## config.mk

```make
export PLATFORM = sky130hd
export DESIGN_NAME = uart_tx_cfg
export DESIGN_NICKNAME = d
export VERILOG_FILES = /design/src/rtl/uart_tx_cfg.sv
export SDC_FILE = /design/constraint.sdc
export NUM_CORES = 1
export LEC_CHECK = 0
export CORE_UTILIZATION = 55
export CTS_CLUSTER_SIZE = 25
export DETAILED_ROUTE_END_ITERATION = 8
export GPL_TIMING_DRIVEN = 0
export PLACE_DENSITY = 0.8
export SYNTH_ARGS = -nofsm -noshare
export SYNTH_HDL_FRONTEND = slang
export SYNTH_SLANG_ARGS = --single-unit
```

## constraint.sdc

```tcl
create_clock -name clk -period 2.7 [get_ports clk]
set_input_delay 0.405 -clock clk [delete_from_list [all_inputs] [get_ports clk]]
set_output_delay 0.405 -clock clk [all_outputs]
set_load 0.02 [all_outputs]
```

## src/rtl/uart_tx_cfg.sv

```systemverilog
// uart_tx_cfg: parametrised UART transmitter: start bit, DATA_BITS data bits LSB first, optional parity, 1 or 2 stop bits.
// Optional parity (PARITY state and cfg_par decode) is built only when UART_TX_PARITY_EN is defined.
module uart_tx_cfg #(
    parameter int DATA_BITS  = 8,
    parameter int OVERSAMPLE = 16
) (
    input  logic                 clk,
    input  logic                 rst_n,
    input  logic                 b_tick,
    input  logic                 tx_valid,
    input  logic [DATA_BITS-1:0] tx_data,
    output logic                 tx_ready,
    input  logic [1:0]           cfg_par,
    input  logic                 cfg_stop2,
    output logic                 tx_busy,
    output logic                 tx_done,
    output logic                 tx
);
    localparam int TW = (OVERSAMPLE > 1) ? $clog2(OVERSAMPLE) : 1;
    localparam int BW = (DATA_BITS > 1) ? $clog2(DATA_BITS) : 1;
    localparam logic [TW-1:0] TICK_LAST = TW'(OVERSAMPLE - 1);
    localparam logic [BW-1:0] BIT_LAST  = BW'(DATA_BITS - 1);

`ifdef UART_TX_PARITY_EN
    typedef enum logic [2:0] {
        ST_IDLE   = 3'd0,
        ST_START  = 3'd1,
        ST_DATA   = 3'd2,
        ST_PARITY = 3'd3,
        ST_STOP   = 3'd4
    } state_t;
`else
    typedef enum logic [2:0] {
        ST_IDLE  = 3'd0,
        ST_START = 3'd1,
        ST_DATA  = 3'd2,
        ST_STOP  = 3'd4
    } state_t;
`endif

    state_t                 state_r;
    logic [TW-1:0]          tick_cnt_r;
    logic [BW-1:0]          bit_cnt_r;
    logic                   stop_cnt_r;
    logic                   stop2_r;
    logic [DATA_BITS-1:0]   data_buf_r;
    logic                   tick_end_s;

`ifdef UART_TX_PARITY_EN
    logic                   par_en_r;
    logic                   par_bit_r;

    // Parity over the word as accepted; odd=1 inverts the even result.
    function automatic logic parity_of(input logic [DATA_BITS-1:0] word, input logic odd);
        return (^word) ^ odd;
    endfunction
`else
    logic                   unused_cfg_par_s;
    assign unused_cfg_par_s = ^cfg_par;
`endif

    assign tick_end_s = b_tick && (tick_cnt_r == TICK_LAST);

    // Frame sequencer: state, bit/tick/stop counters and all registered outputs.
    always_ff @(posedge clk or negedge rst_n) begin
        if (!rst_n) begin
            state_r    <= ST_IDLE;
            tick_cnt_r <= '0;
            bit_cnt_r  <= '0;
            stop_cnt_r <= 1'b0;
            stop2_r    <= 1'b0;
            data_buf_r <= '0;
`ifdef UART_TX_PARITY_EN
            par_en_r   <= 1'b0;
            par_bit_r  <= 1'b0;
`endif
            tx         <= 1'b1;
            tx_ready   <= 1'b1;
            tx_busy    <= 1'b0;
            tx_done    <= 1'b0;
        end else begin
            tx_done <= 1'b0;
            if ((state_r != ST_IDLE) && b_tick) begin
                tick_cnt_r <= tick_end_s ? '0 : tick_cnt_r + TW'(1);
            end
            case (state_r)
                ST_IDLE: begin
                    if (tx_valid && tx_ready) begin
                        data_buf_r <= tx_data;
                        stop2_r    <= cfg_stop2;
`ifdef UART_TX_PARITY_EN
                        par_en_r   <= (cfg_par == 2'b01) || (cfg_par == 2'b10);
                        par_bit_r  <= parity_of(tx_data, cfg_par == 2'b10);
`endif
                        tick_cnt_r <= '0;
                        tx         <= 1'b0;
                        tx_busy    <= 1'b1;
                        tx_ready   <= 1'b0;
                        state_r    <= ST_START;
                    end else begin
                        tx       <= 1'b1;
                        tx_busy  <= 1'b0;
                        tx_ready <= 1'b1;
                    end
                end
                ST_START: begin
                    if (tick_end_s) begin
                        bit_cnt_r <= '0;
                        tx        <= data_buf_r[0];
                        state_r   <= ST_DATA;
                    end
                end
                ST_DATA: begin
                    if (tick_end_s) begin
                        if (bit_cnt_r == BIT_LAST) begin
`ifdef UART_TX_PARITY_EN
                            if (par_en_r) begin
                                tx      <= par_bit_r;
                                state_r <= ST_PARITY;
                            end else begin
                                tx         <= 1'b1;
                                stop_cnt_r <= 1'b0;
                                state_r    <= ST_STOP;
                            end
`else
                            tx         <= 1'b1;
                            stop_cnt_r <= 1'b0;
                            state_r    <= ST_STOP;
`endif
                        end else begin
                            bit_cnt_r  <= bit_cnt_r + BW'(1);
                            data_buf_r <= data_buf_r >> 1;
                            tx         <= data_buf_r[1];
                        end
                    end
                end
`ifdef UART_TX_PARITY_EN
                ST_PARITY: begin
                    if (tick_end_s) begin
                        tx         <= 1'b1;
                        stop_cnt_r <= 1'b0;
                        state_r    <= ST_STOP;
                    end
                end
`endif
                ST_STOP: begin
                    if (tick_end_s) begin
                        if (stop2_r && !stop_cnt_r) begin
                            stop_cnt_r <= 1'b1;
                        end else begin
                            tx_done  <= 1'b1;
                            tx_busy  <= 1'b0;
                            tx_ready <= 1'b1;
                            state_r  <= ST_IDLE;
                        end
                    end
                end
                default: begin
                    // Unreachable encodings fall back to a safe idle line.
                    tick_cnt_r <= '0;
                    tx         <= 1'b1;
                    tx_busy    <= 1'b0;
                    tx_ready   <= 1'b1;
                    state_r    <= ST_IDLE;
                end
            endcase
        end
    end
endmodule

```

==> results.md <==
- Layout cells sized above 1: 0.1188
- Sequential share of the synthesized area: 0.4522
- Reg area: around 600 um2
- Clock sinks: 24
- Post_cts resized: 0
- Max Slew Vio Count: 0
- Die Y: 51.25 um
- GRT Overall Usage: 0.2437
- # setup viols final: 0
- Boundary pin count: 19
- Slowest stage delay, CP: slightly above 0.6 ns
- Worst EP required: between 2 and 2.5 ns
- Total power: roughly 1.4 mW
- Worst hold path class: reg -> reg
- Slowest cell on crit path: clkdlybuf4s50_1
- DRT iter0 DRCs: 44
- Syn Std Cell Area: about 1300 um2
- Clk pin slew, worst setup/hold paths: ~0.11 ns
- Cell with the most instances after synthesis: nand2_1
- Static Leak: between 0.6 and 0.7 nW
- Placed Area: ~1500 um2
- Remaining global-route overflow: 0
- First-pass GRT wire length: 4.747 mm
- Top_reg_cell synth: dfrtp_1
- Period minus WS final: just under 2 ns
- Setup CP Type: reg -> out
- Synth warnings: 0
- Outcome: finished, final reports clean
- RSZ-0062 raised after global routing: no
- Net count after synthesis: between 150 and 200
- Power per standard cell area: between 800 and 900 nW/um2
- Critical path arrival: approximately 1.5 ns
- Core ar.: about 2300 um2
- IO buf count: 16
- Cell family with the largest share of critical-path delay: buffers and inverters
- Clk Tree Root Cell: clkbuf_4
- Post-synth EDFFs: 0
- Starting Density: 0.5916
- Setup TNS: 0 ns
- Cells after Synth: 140
- Most frequent cells after synthesis: nand2_1 (31), dfrtp_1 (22), o21ai_0 (12), a21oi_1 (8)
- Synth area leaders: dfrtp_1 (41%), nand2_1 (8.7%), mux2_4 (7.9%)
- Flops & latches, synth: 24
- Mean Syn Cell Area: about 9.5 um2
- Combinational share of power: 0.370
- Antenna violations before repair: 0
- Design Area, Final: approximately 1600 um2
- Routed Antenna Nets: 0
- Post-synth top area share: 0.4128
- GP Congestion: 0.8221
- CTS H-Tree Depth: 1
- Peak VDD IR: around 0.8 mV
- Final Hold Fails: 0
- Fin nets: roughly 180
- Area leader, netlist: dfrtp_1
- Slew @ Worst Pin: about 1 ns
- Bufs and invs on worst path: 1
- Switching power: ~450 uW
- # DRC: 0
- Fmax: 519.7 MHz
- Sequential power share: 0.441
- Largest net degree at the start of global routing: 25
- Hold buffers post-CTS: 0
- Hpwl dp: 2.112 mm
- Synthesis-to-finish area growth: 18.57%
- CTS Buffer Depth: 2
- Placement Rows: 17
- Clock Latency Late Sink: roughly 0.32 ns
- Vias in the first global route: between 1000 and 1500
- Switching Share: 0.3291
- Int Power: ~910 uW
- Filler instances: approximately 190
- Crit path cell chain: clkdlybuf4s50_1
- Layout Skew: roughly 0.018 ns
- Wire per inst: 14.94 um
- Max-slew headroom: 0.3223
- CTS tree: built
- Detailed-route wire length: 2.808 mm
- Max Fanout on Critical Path: 7
- Post-synth ARST share: 1.000
- Footprint of the multi-input gates: 669.4 um2
- Final Cycle Share: 0.7126
- Worst setup SP type: flop
- Vias: ~1100
- TritonCTS Buffers: 3
- # diodes: 0
- Clock Power Share: 0.189
- Post-CTS setup buffers: 0
- DRT Pass-1 Iters: 4
- Critical Path Sink Type: output pin
- DIE WIDTH: just over 50 um
- Full die area: 2626 um2
- MaxCap Viol Count: 0
- Distinct cell type count after synthesis: 36
- Drt via density: approximately 5.8
-- flip-flops by register name, summed over array words and instances, names as in the netlist --
signal      count
bit_cnt_r       3
data_buf_r      8
state_r         3
stop2_r         1
stop_cnt_r      1
tick_cnt_r      4
tx              1
tx_busy         1
tx_done         1
tx_ready        1
-- stage by stage --
stage | worst slack (ns) | std cells | utilization | hold slack, ns
final | 0.7759 | 188 | 0.7014 | 0.5321
after CTS | 0.7653 | 188 | 0.7014 | 0.5333
after detailed placement | 0.6381 | 184 | 0.6781 | 0.5001
after global routing | 0.6775 | 188 | 0.7014 | 0.5473
after floorplan | 1.102 | 140 | - | 0.1094
after global placement | 0.6717 | 184 | 0.6781 | 0.4837
-- layer usage --
layer | up-vias | routed length (um) | global-route usage
met5 | - | 0 | 0
met4 | 0 | 13 | 0.04505
met3 | 2 | 126 | 0.06548
met2 | 27 | 1433 | 0.4298
met1 | 531 | 1236 | 0.2989
li1 | 534 | - | -
-- final cells by class --
cell class / instances / area share
Tap cell: 28 / 0.02215
Multi-Input combinational cell: 106 / 0.4233
Inverter: 4 / 0.009494
Buffer: 6 / 0.02927
Timing Repair Buffer: 16 / 0.1013
Clock inverter: 1 / 0.01899
Clock buffer: 3 / 0.01424
Sequential cell: 24 / 0.3813
-- cell families after synthesis --
family          share of synthesized area
compound gates                     0.1351
xor+xnor                         0.006568
fa+ha+maj                         0.02815
buf+inv                           0.04596
flops                              0.4522
mux                                0.1088
simple gates                       0.2233
-- final timing paths --
kind / from / end / slack, ns / cells past startpoint
max: tx_ready / tx_ready / 0.78 / 1
min: data_buf_r[5] / data_buf_r[5] / 0.53 / 1
max reg2reg: tick_cnt_r[0] / data_buf_r[6] / 0.80 / 6
min reg2reg: data_buf_r[5] / data_buf_r[5] / 0.53 / 1
max in group asynchronous: rst_n / state_r[0] / 1.45 / 1
min in group asynchronous: rst_n / bit_cnt_r[0] / 0.62 / 1
-- power by group through the flow --
stage          Combinational (mW)  Clock, mW  Sequential, mW
2_1_floorplan               0.352          0           0.602
3_3_place_gp                0.478          0           0.596
3_5_place_dp                0.501          0           0.609
4_1_cts                     0.508      0.262           0.601
5_1_grt                     0.559      0.281           0.612
6_report                    0.504      0.257           0.601
-- cells in the final DEF (no fill, tap or decap), types with 2 or more instances in the layout --
master and count:
nor2b_1 2, mux2_4 7, mux2i_1 4, o21ai_0 12, clkbuf_4 3, a31oi_1 3, nand2_1 31, clkbuf_1 2
a22oi_1 2, clkdlybuf4s50_1 16, nor3_1 2, nor2_1 7, nand3b_1 2, a21oi_1 8, ha_1 3, dfrtp_1 22
nand3_1 5, buf_6 3, or3b_1 2, dfstp_2 2, inv_1 4
(Power assumes the default switching activity.)
